==> config.mk <==
export PLATFORM = sky130hd
export DESIGN_NAME = tim_seq
export DESIGN_NICKNAME = d
export VERILOG_FILES = /design/src/rtl/tim_pkg.sv /design/src/rtl/tim_dcnt.sv /design/src/rtl/tim_seq.sv
export SDC_FILE = /design/constraint.sdc
export NUM_CORES = 1
export LEC_CHECK = 0
export BUFFER_PORTS_ARGS = -buffer_cell sky130_fd_sc_hd__buf_2
export CAP_MARGIN = 15
export CORE_MARGIN = 10
export CORE_UTILIZATION = 50
export CTS_CLUSTER_SIZE = 14
export DETAILED_ROUTE_END_ITERATION = 12
export MAX_ROUTING_LAYER = met4
export PLACE_DENSITY = 0.67
export SYNTH_ARGS = -nofsm -noshare
export SYNTH_HDL_FRONTEND = slang
export SYNTH_SLANG_ARGS = --single-unit
==> constraint.sdc <==
create_clock -name clk -period 9.9 [get_ports clk]
set_input_delay 2.475 -clock clk [delete_from_list [all_inputs] [get_ports clk]]
set_output_delay 2.475 -clock clk [all_outputs]
set_load 0.01 [all_outputs]
==> src/rtl/tim_pkg.sv <==
// Shared types and register-map constants for the frame timing sequencer.
package tim_pkg;
  localparam int HA_W  = 3;
  localparam int D_W   = 8;
  localparam int VA_W  = 2;
  localparam int GAP_W = 16;

  localparam logic [HA_W-1:0] A_GAP_LO = 3'd4;
  localparam logic [HA_W-1:0] A_GAP_HI = 3'd5;
  localparam logic [HA_W-1:0] A_COUNT  = 3'd6;
  localparam logic [HA_W-1:0] A_TMO    = 3'd7;

  typedef enum logic [2:0] {
    S_IDLE,
    S_LOAD,
    S_TRIG,
    S_WAIT_ON,
    S_WAIT_OFF,
    S_GAP
  } state_t;
endpackage

==> src/rtl/tim_dcnt.sv <==
// Loadable down-counter that holds at zero; load wins over enable.
module tim_dcnt #(
  parameter int W = 16
) (
  input  logic         clk,
  input  logic         rst,
  input  logic         i_load,
  input  logic [W-1:0] i_val,
  input  logic         i_en,
  output logic         o_zero
);
  logic [W-1:0] r_cnt;

  always_ff @(posedge clk) begin
    if (!rst)
      r_cnt <= '0;
    else if (i_load)
      r_cnt <= i_val;
    else if (i_en && r_cnt != '0)
      r_cnt <= r_cnt - W'(1);
  end

  assign o_zero = (r_cnt == '0);
endmodule

==> src/rtl/tim_seq.sv <==
// Frame sequencer: replays shadow regs into the vertical FSM, triggers,
// tracks the active frame, then idles for a gap before the next frame.
module tim_seq
  import tim_pkg::*;
#(
  parameter int TO_SHIFT = 8
) (
  input  logic            clk,
  input  logic            rst,
  input  logic [HA_W-1:0] host_a,
  input  logic [D_W-1:0]  host_d,
  input  logic            host_we,
  input  logic            start,
  input  logic            abort,
  input  logic            vact,
  output logic [VA_W-1:0] vfsm_a,
  output logic [D_W-1:0]  vfsm_d,
  output logic            vfsm_we,
  output logic            vfsm_trigger,
  output logic            busy,
  output logic            frame_done,
  output logic            err,
  output logic [D_W-1:0]  frames_left
);
  localparam int TO_W = GAP_W + TO_SHIFT;

  state_t r_state, w_nxt;
  logic [D_W-1:0] r_shadow [4];
  logic [D_W-1:0] r_gap_lo, r_gap_hi, r_count, r_tmo;
  logic [D_W-1:0] r_frames_left;
  logic [1:0]     r_idx;
  logic           r_err, r_fdone;

  logic [GAP_W-1:0] w_gap, w_gap_val;
  logic [TO_W-1:0]  w_to_val;
  logic w_gap_zero, w_to_zero, w_to_hit;
  logic w_start, w_fend, w_tmo, w_gap_ld, w_to_ld;
  logic w_in_wait;

  assign w_gap     = {r_gap_hi, r_gap_lo};
  assign w_gap_val = w_gap - GAP_W'(1);
  assign w_to_val  = (TO_W'(r_tmo) << TO_SHIFT) - TO_W'(1);
  assign w_in_wait = (r_state == S_WAIT_ON) || (r_state == S_WAIT_OFF);
  assign w_to_hit  = (r_tmo != '0) && w_to_zero;

  // Shadow regs always writable; sequence params frozen while busy
  always_ff @(posedge clk) begin
    if (!rst) begin
      for (int i = 0; i < 4; i++) r_shadow[i] <= '0;
      r_gap_lo <= '0;
      r_gap_hi <= '0;
      r_count  <= '0;
      r_tmo    <= '0;
    end else if (host_we) begin
      if (!host_a[2])
        r_shadow[host_a[1:0]] <= host_d;
      else if (r_state == S_IDLE) begin
        unique case (host_a)
          A_GAP_LO: r_gap_lo <= host_d;
          A_GAP_HI: r_gap_hi <= host_d;
          A_COUNT:  r_count  <= host_d;
          default:  r_tmo    <= host_d;
        endcase
      end
    end
  end

  always_ff @(posedge clk) begin
    if (!rst) begin
      r_state       <= S_IDLE;
      r_idx         <= '0;
      r_frames_left <= '0;
      r_err         <= 1'b0;
      r_fdone       <= 1'b0;
    end else begin
      r_state <= w_nxt;
      r_fdone <= w_fend;
      r_idx   <= (r_state == S_LOAD && w_nxt == S_LOAD) ?
                 r_idx + 2'd1 : 2'd0;
      if (w_start) begin
        r_frames_left <= r_count;
        r_err         <= 1'b0;
      end else if (w_fend && r_count != '0)
        r_frames_left <= r_frames_left - 8'd1;
      if (w_tmo)
        r_err <= 1'b1;
    end
  end

  always_comb begin
    w_nxt    = r_state;
    w_start  = 1'b0;
    w_fend   = 1'b0;
    w_tmo    = 1'b0;
    w_gap_ld = 1'b0;
    w_to_ld  = 1'b0;
    if (abort && r_state != S_IDLE)
      w_nxt = S_IDLE;
    else begin
      unique case (r_state)
        S_IDLE:
          if (start && !abort) begin
            w_start = 1'b1;
            w_nxt   = S_LOAD;
          end
        S_LOAD:
          if (r_idx == 2'd3) w_nxt = S_TRIG;
        S_TRIG: begin
          w_nxt   = S_WAIT_ON;
          w_to_ld = 1'b1;
        end
        S_WAIT_ON:
          if (vact) begin
            w_nxt   = S_WAIT_OFF;
            w_to_ld = 1'b1;
          end else if (w_to_hit) begin
            w_tmo = 1'b1;
            w_nxt = S_IDLE;
          end
        S_WAIT_OFF:
          // A frame ending on the expiry cycle counts as a good frame
          if (!vact) begin
            w_fend = 1'b1;
            if (r_count != '0 && r_frames_left == 8'd1)
              w_nxt = S_IDLE;
            else if (w_gap == '0)
              w_nxt = S_LOAD;
            else begin
              w_nxt    = S_GAP;
              w_gap_ld = 1'b1;
            end
          end else if (w_to_hit) begin
            w_tmo = 1'b1;
            w_nxt = S_IDLE;
          end
        S_GAP:
          if (w_gap_zero) w_nxt = S_LOAD;
        default:
          w_nxt = S_IDLE;
      endcase
    end
  end

  tim_dcnt #(.W(GAP_W)) u_gap (
    .clk    (clk),
    .rst    (rst),
    .i_load (w_gap_ld),
    .i_val  (w_gap_val),
    .i_en   (r_state == S_GAP),
    .o_zero (w_gap_zero)
  );

  tim_dcnt #(.W(TO_W)) u_tmo (
    .clk    (clk),
    .rst    (rst),
    .i_load (w_to_ld),
    .i_val  (w_to_val),
    .i_en   (w_in_wait),
    .o_zero (w_to_zero)
  );

  assign busy         = (r_state != S_IDLE);
  assign vfsm_we      = (r_state == S_LOAD) && !abort;
  assign vfsm_trigger = (r_state == S_TRIG) && !abort;
  assign vfsm_a       = (r_state == S_LOAD) ? r_idx : '0;
  assign vfsm_d       = (r_state == S_LOAD) ? r_shadow[r_idx] : '0;
  assign frame_done   = r_fdone;
  assign err          = r_err;
  assign frames_left  = r_frames_left;
endmodule

==> results.txt, run 1 <==
Iter 0 DRT Violations: 596
PortBufs: 39
Worst-case reg-to-reg path depth: 11
Worst Setup End Kind: flop
Max Clock Skew: 9.10 ps
# IOs: 40
WHS Endpoint: u_gap.r_cnt[15]
Worst skew pair latency: 420 ps
Final WL: 15.8 mm
Part of the power in the clock network: 51.7%
Dpl ws: 3680 ps
Final TNS setup: 0 ps
H-tree depth: 4
Syn Nets: 693
Root buffer cell: clkbuf_16
Synth unique cells: 70
Post-CTS sizing: 0
Flop pwr share: 42.4%
Layout cells sized above 1: 14.5%
Pwr Density: 173 nW/µm²
Hold_sp: u_gap.r_cnt[15]
Die Area: 17,200 µm²
Post-route cell area: 7120 µm²
Vias/cell: 5.94
Vias in the first global route: 5,118
Row Count: 40
Critical Path Source Type: input pin
Commonest non-fill, non-tap cell in the layout: nor2_1
Total GRT Usage: 18.8%
Final core utilization: 59.0%
Minimum clock period: 5870 ps
Outcome: finished clean
Initial Utilization: 51.3%
Drt wl/cell: 18.0 µm
Worst-path fanout max: 12
Pins Over Slew Limit: 0
Fin worst setup slack: 4030 ps
Worst Hold Class: reg -> reg
Antenna-violating nets left: 0
Mapped Avg Cell Area: 9.26 µm²
Sw Pwr: 266 µW
Post-synthesis cell count: 668
Switching Fraction: 21.6%
CTS tree: built
Seq cells post-synth: 119
HPWL Detailed: 10.8 mm
Overall power: 1.23 mW
Cell area after synthesis: 6190 µm²
RSZ-0062 raised after global routing: false
Data arrival, critical path: 6200 ps
Lkg Pwr: 2.78 nW
Worst-Margin Slew: 1010 ps
Most frequent cells in the layout: 103 x nor2_1, 87 x dfxtp_1, 39 x buf_2
Sequential fraction of the synthesis area: 43.7%
Worst reg2reg path endpoint: u_gap.r_cnt[14]
Clock Path Buffers: 2
WHS Path Cells: 2
Final setup vio count: 0
RePlAce Congestion: 0.889
Via count: 5,231
Placed cell count: 847
Largest net degree at the start of global routing: 59
Gate power share: 5.8%
Setup CP Type: in -> reg
Fin cells: 880
First-pass GRT wire length: 26.1 mm
EDFF count, synth: 32
Reg2reg setup slack: 5510 ps
Final nets: 723
First-pass DRT Iterations: 6
Max_slew headroom: 32.4%
Worst r2r src: r_gap_lo[0]
Crit. Startpoint: vact
Worst path required time: 10,230 ps
Global route overflow: 0
Worst hold slack: 500 ps
DRC: 0
Placed cell areas: 6490 µm²
# clock sinks: 119
Layout area overhead: 15.0%
Ys async rst share: 0%
Max_cap viols: 0
Die X: 131 µm
CTS Hold Bufs: 0
Tcrit/Tclk final: 59.2%
Core ar.: 12,100 µm²
Synth Flop Type: dfxtp_1
Clock slew at reported path FFs: 50 ps
Synth warnings: 0
Cts bufs inserted: 17
Die Span Y: 131 µm
Peak supply drop: 0.106 mV
F_max: 0.170 GHz
Final Hold Fails: 0
Internal: 964 µW
Postcts setup bufs: 0
Initial antenna violation count: 1
[power groups by stage]
stage          clock (mW)  sequential, mW  combinational, mW
2_1_floorplan           0           0.527             0.0483
3_3_place_gp            0           0.532             0.0696
3_5_place_dp            0           0.532             0.0710
4_1_cts             0.643           0.522             0.0715
5_1_grt             0.668           0.524             0.0784
6_report            0.636           0.522             0.0719
[synthesized netlist by cell type, types with 3 or more instances]
cell type    n  share of area [%]
nand2b_1     9               0.91
a31oi_1      8               0.81
mux2i_1     35                5.7
xnor2_1     18                2.5
and3_1      15                1.5
mux4_2       8                2.9
o21ai_0     22                1.8
or3_1        6               0.61
o221a_1      3               0.55
nand3_1     27                2.2
o22ai_1      3               0.30
o211a_1      5               0.81
nand3b_1     4               0.49
nor3_1      22                1.8
clkbuf_1    29                1.8
ha_1         8                1.6
dfxtp_1     87                 28
a41oi_1      3               0.42
nor2_1     103                6.2
nor2b_1      6               0.61
inv_1       28                1.7
a211oi_1     6               0.73
buf_6        3               0.55
nand4_1      5               0.51
o221a_2      4               0.73
or4_1        9                1.1
a21oi_1     38                3.1
o211ai_1     4               0.49
nand2_1     28                1.7
nor4_1      19                1.9
nor4b_1      3               0.42
xor2_1      19                2.7
o21a_1       3               0.36
edfxtp_1    32                 16
[kinds of logic (layout without fill, tap and decap cells)]
kind of cell | count (synthesis) | count (layout) | synth area share (%)
AND/OR/NAND/NOR | 272 | 272 | 22.5
multiplexers | 45 | 45 | 8.98
buffers and inverters | 63 | 106 | 4.23
AO/OA/AOI/OAI | 124 | 124 | 13.8
adder cells (fa/ha/maj) | 8 | 8 | 1.62
XOR/XNOR | 37 | 37 | 5.24
other | 0 | 1 | 0
flip-flops | 119 | 119 | 43.7
[worst max path at each step]
stage                            endpoint  cells past startpoint  slack (ps)
after floorplan           u_gap.r_cnt[12]                     12        4260
after global routing      u_gap.r_cnt[12]                     12        3740
after CTS                 u_gap.r_cnt[14]                     12        4110
after detailed placement  u_gap.r_cnt[14]                     12        3680
after global placement    u_gap.r_cnt[12]                     12        3830
final                     u_gap.r_cnt[14]                     12        4030
[worst max-delay path: stages]
cell and delay, ps:
buf_2 130, or4b_2 700, nor2_1 240, o211ai_1 440, mux2i_1 290, ha_1 310
nand2b_1 150, or3_4 380, o21bai_1 180, mux2i_2 320, or4b_1 490, o221ai_1 90
[layout make-up]
type,instances,area [µm²]
Fill cell,1045,4950
Multi-Input combinational cell,486,3220
Sequential cell,119,2700
Clock buffer,26,541
Timing Repair Buffer,46,248
Tap cell,168,210
Inverter,28,105
Clock inverter,6,85.1
Antenna cell,1,2.50
[layer usage]
metal  GRT usage [%]  share of wire (%)  up-vias
met1            22.7                 44     2537
li1                -                  -     2505
met2            29.7                 49      167
met3            5.30                4.6       22
met4            5.94                1.9        0
met5               -                  0        -
[registers in the layout, summed over array words and instances, names as in the netlist]
signal / cells
err: 1
frame_done: 1
frames_left: 8
r_count: 8
r_gap_hi: 8
r_gap_lo: 8
r_idx: 2
r_shadow: 32
r_state: 3
r_tmo: 8
u_gap.r_cnt: 16
u_tmo.r_cnt: 24
Power figures use the tool's default switching activity.
==> inputs of run 2 (changes only) <==
Clock period 9.9 ns to 6.1 ns, I/O delays scaled along.
==> run 2 against run 1 <==
Clock power is 65% higher. Clock skew is 2.2 ps lower. Largest power group unchanged. Largest cell class unchanged. Hold slack worse by 8.8 ps.
==> results.txt, run 2 (same netlist as run 1, synthesis figures left out) <==
Register with the most flip-flops: r_shadow
Final WL: 15.8 mm (about the same)
Die Span Y: 131 µm (unchanged)
Worst-Margin Slew: 1020 ps (+9.64 ps)
Row Count: 40 (unchanged)
Post-route cell area: 7120 µm² (about the same)
Final TNS setup: 0 ps (unchanged)
RSZ-0062 raised after global routing: false
Initial Utilization: 51.3% (unchanged)
Minimum clock period: 4880 ps
Cts bufs inserted: 17 (unchanged)
Via count: 5,235 (+0.076%)
H-tree depth: 4 (unchanged)
Root buffer cell: clkbuf_16
Iter 0 DRT Violations: 577 (-3.2%)
Max reg flops: 32 (unchanged)
First-pass DRT Iterations: 5 (-1)
Max Clock Skew: 6.87 ps (-2.24 ps)
Worst path depth: 12 (unchanged)
Clock slew at reported path FFs: 50 ps (about the same)
Data arrival, critical path: 5210 ps (-990 ps)
Largest net degree at the start of global routing: 59 (unchanged)
RePlAce Congestion: 0.928 (+4.4%)
Worst-path fanout max: 12 (unchanged)
Antenna-violating nets left: 0 (unchanged)
Area of the multi-input gates: 3220 µm² (unchanged)
CTS tree: built
Max_slew headroom: 32.0% (-0.39 points)
Worst r2r src: r_gap_lo[3]
Fin cells: 880 (unchanged)
DRC: 0 (unchanged)
Core ar.: 12,100 µm² (unchanged)
Most frequent cells in the layout: 103 x nor2_1, 87 x dfxtp_1, 40 x buf_2
Critical Path Source Type: input pin
Post-CTS sizing: 0 (unchanged)
Worst-case reg-to-reg path depth: 11 (unchanged)
Vias in the first global route: 5,112 (-0.12%)
HPWL Detailed: 10.8 mm (-0.21%)
Max_cap viols: 0 (unchanged)
Pwr Density: 283 nW/µm² (+64%)
Worst path bufs/invs: 1 (unchanged)
Commonest non-fill, non-tap cell in the layout: nor2_1
Layout cells sized above 1: 14.6% (+0.14 points)
# clock sinks: 119 (unchanged)
CTS Hold Bufs: 0 (unchanged)
Reg2reg setup slack: 1730 ps (-3780 ps)
Worst Hold Class: reg -> reg
Final nets: 723 (unchanged)
Postcts setup bufs: 0 (unchanged)
Worst skew pair latency: 410 ps (about the same)
Crit. Startpoint: vact
Pins Over Slew Limit: 0 (unchanged)
Outcome: finished clean
PortBufs: 39 (unchanged)
# IOs: 40 (unchanged)
Worst path required time: 6430 ps (-3800 ps)
Peak supply drop: 0.180 mV (+69%)
Register area: 2700 µm² (unchanged)
Placed cell areas: 6480 µm² (about the same)
Clock Path Buffers: 2 (unchanged)
Final setup vio count: 0 (unchanged)
Total GRT Usage: 18.7% (-0.085 points)
Crit-path cells: buf_2 -> or4b_2 -> nor2_1 -> o211ai_1 -> mux2i_1 -> ha_1 -> nand2b_1 -> or3_4 -> o21bai_1 -> mux2i_2 -> or4b_1 -> o221ai_1
# fillers: 1,054 (+0.86%)
Worst Setup End Kind: flop
Slowest library cell on the worst path: or4b_2
Placed cell count: 847 (unchanged)
CP peak stage delay: 700 ps (about the same)
Setup CP Type: in -> reg
Die Area: 17,200 µm² (unchanged)
Top Registers: r_shadow (32), u_tmo.r_cnt (24), u_gap.r_cnt (16)
Vias/cell: 5.95 (about the same)
Lkg Pwr: 2.78 nW (about the same)
Global route overflow: 0 (unchanged)
Final core utilization: 59.0% (about the same)
Tcrit/Tclk final: 80.0%
First-pass GRT wire length: 26.0 mm (-0.42%)
Die X: 131 µm (unchanged)
End of the critical path: u_gap.r_cnt[12]
Critical path's top delay family: simple AND/OR/NAND/NOR gates
Drt wl/cell: 18.0 µm (about the same)
F_max: 0.205 GHz
Worst reg2reg path endpoint: u_gap.r_cnt[12]
Initial antenna violation count: 1 (unchanged)
Overall power: 2.01 mW (+64%)
Final Hold Fails: 0 (unchanged)
Layout area overhead: 15.1% (about the same)
[run 2: area by class of cell]
class	instances	area share, %
inverters	28	1.48
flip-flops and latches	119	38.0
well taps	168	2.95
repair buffers	46	3.45
clock buffers	22	6.87
diodes	1	0.0352
clock inverters	10	1.99
multi-input cells	486	45.3
[run 2: per-layer routing]
metal,wire length (µm),GRT usage [%],up-vias,part of all wire [%]
met5,0,-,-,0
met4,323,7.31,0,2.0
met3,798,4.57,24,5.0
met2,7830,30.1,160,50
met1,6850,22.1,2542,43
li1,-,-,2509,-
[run 2: where the power goes]
part           switching [mW]  total [mW]  internal, mW
sequential             0.0151       0.847         0.832
combinational          0.0726       0.115        0.0427
clock                   0.357        1.05         0.694
[run 2: through the flow]
step | hold WS, ps | setup slack [ps]
finish | 491 | 1220
global route | 499 | 970
CTS | 487 | 1270
detailed placement | 475 | 861
global placement | 483 | 966
floorplan | 448 | 1410
[run 2: worst register-to-register path, cell delays in order (launching register included)]
cell	delay, ps
dfxtp_1	370
nor4_1	470
nand3_1	400
o211ai_1	920
mux2i_1	280
ha_1	290
nand2b_1	140
or3_4	380
o21bai_1	180
mux2i_2	310
or4b_1	480
o221ai_1	80
[run 2: how the worst min path moves through the flow]
stage	cells past startpoint	startpoint	to	slack, ps
final	2	u_gap.r_cnt[15]	u_gap.r_cnt[15]	490
after CTS	2	u_gap.r_cnt[15]	u_gap.r_cnt[15]	490
after detailed placement	2	u_gap.r_cnt[15]	u_gap.r_cnt[15]	470
after floorplan	2	u_gap.r_cnt[15]	u_gap.r_cnt[15]	450
after global placement	2	u_gap.r_cnt[15]	u_gap.r_cnt[15]	480
after global routing	2	u_gap.r_cnt[15]	u_gap.r_cnt[15]	500
==> inputs of run 3 (changes only) <==
Settings changed: PLACE_DENSITY 0.67 to 0.69.
Clock period 6.1 ns to 4.29 ns, I/O delays scaled along.
==> run 3 against run 2 <==
Hold slack better by 11 ps. Count of clock-buffer cells in the layout down 3. Clock skew up 1.0 ps. Cell count up 1.3%. Non-clock buffer count up 12. Critical path depth unchanged. Total power up 37%.
==> results.txt, run 3 (same netlist as run 1, synthesis figures left out) <==
Outcome: finished clean
Minimum clock period: 3960 ps
# IOs: 40 (unchanged)
Most frequent cells in the layout: 103 x nor2_1, 87 x dfxtp_1, 39 x buf_2
Tcrit/Tclk final: 92.2%
Post-CTS sizing: 0 (unchanged)
Initial Utilization: 51.3% (unchanged)
Pwr Density: 386 nW/µm² (+36%)
Vias in the first global route: 5,082 (-0.59%)
Root buffer cell: clkbuf_16
RSZ-0062 raised after global routing: false
# clock sinks: 119 (unchanged)
Row Count: 40 (unchanged)
# fillers: 1,045 (-0.85%)
Clock Path Buffers: 2 (unchanged)
Drt wl/cell: 17.6 µm (-1.8%)
DRC: 0 (unchanged)
CTS Hold Bufs: 0 (unchanged)
Via count: 5,202 (-0.63%)
Worst path required time: 4630 ps (-1800 ps)
Worst skew pair latency: 420 ps (about the same)
H-tree depth: 4 (unchanged)
Layout cells sized above 1: 16.0% (+1.4 points)
Setup CP Type: in -> reg
Register with the most flip-flops: r_shadow
# diodes: 0 (-1)
Commonest non-fill, non-tap cell in the layout: nor2_1
Die Area: 17,200 µm² (unchanged)
CTS tree: built
Final core utilization: 59.4% (+0.35 points)
Antenna-violating nets left: 0 (unchanged)
Die Span Y: 131 µm (unchanged)
Initial antenna violation count: 0 (-1)
Worst-case reg-to-reg path depth: 11 (unchanged)
Worst-Margin Slew: 987 ps (-32.8 ps)
Die X: 131 µm (unchanged)
Critical Path Source Type: input pin
Vias/cell: 5.84 (-1.9%)
F_max: 0.253 GHz
Max_slew headroom: 34.0% (+1.9 points)
Layout area overhead: 15.8%
Max_cap viols: 0 (unchanged)
Core ar.: 12,100 µm² (unchanged)
Iter 0 DRT Violations: 472 (-18%)
Peak supply drop: 0.238 mV (+33%)
PortBufs: 39 (unchanged)
Largest net degree at the start of global routing: 59 (unchanged)
Final nets: 735 (+1.7%)
HPWL Detailed: 10.9 mm (+1.2%)
Final WL: 15.7 mm (-0.56%)
Postcts setup bufs: 0 (unchanged)
Final TNS setup: 0 ps (unchanged)
WHS Path Cells: 2 (unchanged)
Lkg Pwr: 2.82 nW (+1.3%)
Total GRT Usage: 18.8% (+0.096 points)
Global route overflow: 0 (unchanged)
RePlAce Congestion: 0.866 (-6.7%)
Top Registers: r_shadow (32), u_tmo.r_cnt (24), u_gap.r_cnt (16)
Worst Hold Class: reg -> reg
Cts bufs inserted: 17 (unchanged)
Max reg flops: 32 (unchanged)
Final setup vio count: 0 (unchanged)
Worst-path fanout max: 5 (-7)
First-pass GRT wire length: 25.9 mm (-0.50%)
First-pass DRT Iterations: 5 (unchanged)
Data arrival, critical path: 4300 ps (-910 ps)
Clock slew at reported path FFs: 60 ps (about the same)
Worst Setup End Kind: flop
Worst hold slack: 502 ps (+10.7 ps)
Final Hold Fails: 0 (unchanged)
Max Clock Skew: 7.90 ps (+1.04 ps)
Pins Over Slew Limit: 0 (unchanged)
==> run 3: changes by cell type in the layout (fill, tap and decap cells not counted), sizes merged <==
cell    previous run  this run
clkinv             5        10
clkbuf            22        19
diode              1         0
buf               46        58
inv               28        27
bufinv             3         2
==> run 3: metrics by stage <==
stage,setup slack [ps],total power [mW],cells,area (µm²)
global placement,43.9,1.39,859,6580
floorplan,55.5,1.33,668,6190
CTS,341,2.78,891,7160
detailed placement,-37.2,1.40,859,6580
global route,80.8,2.85,891,7160
finish,335,2.76,891,7160
==> run 3: report_power, final <==
group	internal [mW]	leakage [nW]	switching (mW)
clock network	0.877	0.286	0.510
registers	1.18	1.01	0.0171
logic	0.0657	1.52	0.108
==> run 3: layout make-up <==
type	instances	area [µm²]	share of cell area [%]
Multi-Input combinational cell	486	3220	45.0
Sequential cell	119	2700	37.7
Clock buffer	19	453	6.33
Timing Repair Buffer	58	338	4.72
Tap cell	168	210	2.94
Clock inverter	13	130	1.82
Inverter	28	105	1.47
==> run 3: final timing paths <==
kind	slack (ps)	start	to
worst max-delay path	330	vact	u_gap.r_cnt[12]
worst min-delay path	500	r_count[7]	frames_left[7]
worst max register to register	640	r_state[2]	u_gap.r_cnt[12]
worst min register to register	500	r_count[7]	frames_left[7]
==> run 3: routing by layer <==
| layer | share of wire [%] | up-vias | track usage (%) |
|---|---|---|---|
| li1 | - | 2535 | - |
| met4 | 1.7 | 0 | 7.12 |
| met2 | 46 | 151 | 27.8 |
| met3 | 5.3 | 22 | 4.23 |
| met5 | 0 | - | - |
| met1 | 47 | 2494 | 24.5 |
==> run 3: critical path, stage by stage <==
cell	delay, ps
buf_2	110
or4b_2	680
nor2_1	260
o211ai_1	260
mux2i_1	260
ha_1	250
nand2b_1	90
or3_4	360
o21bai_1	180
mux2i_2	230
or4b_1	450
o221ai_1	80
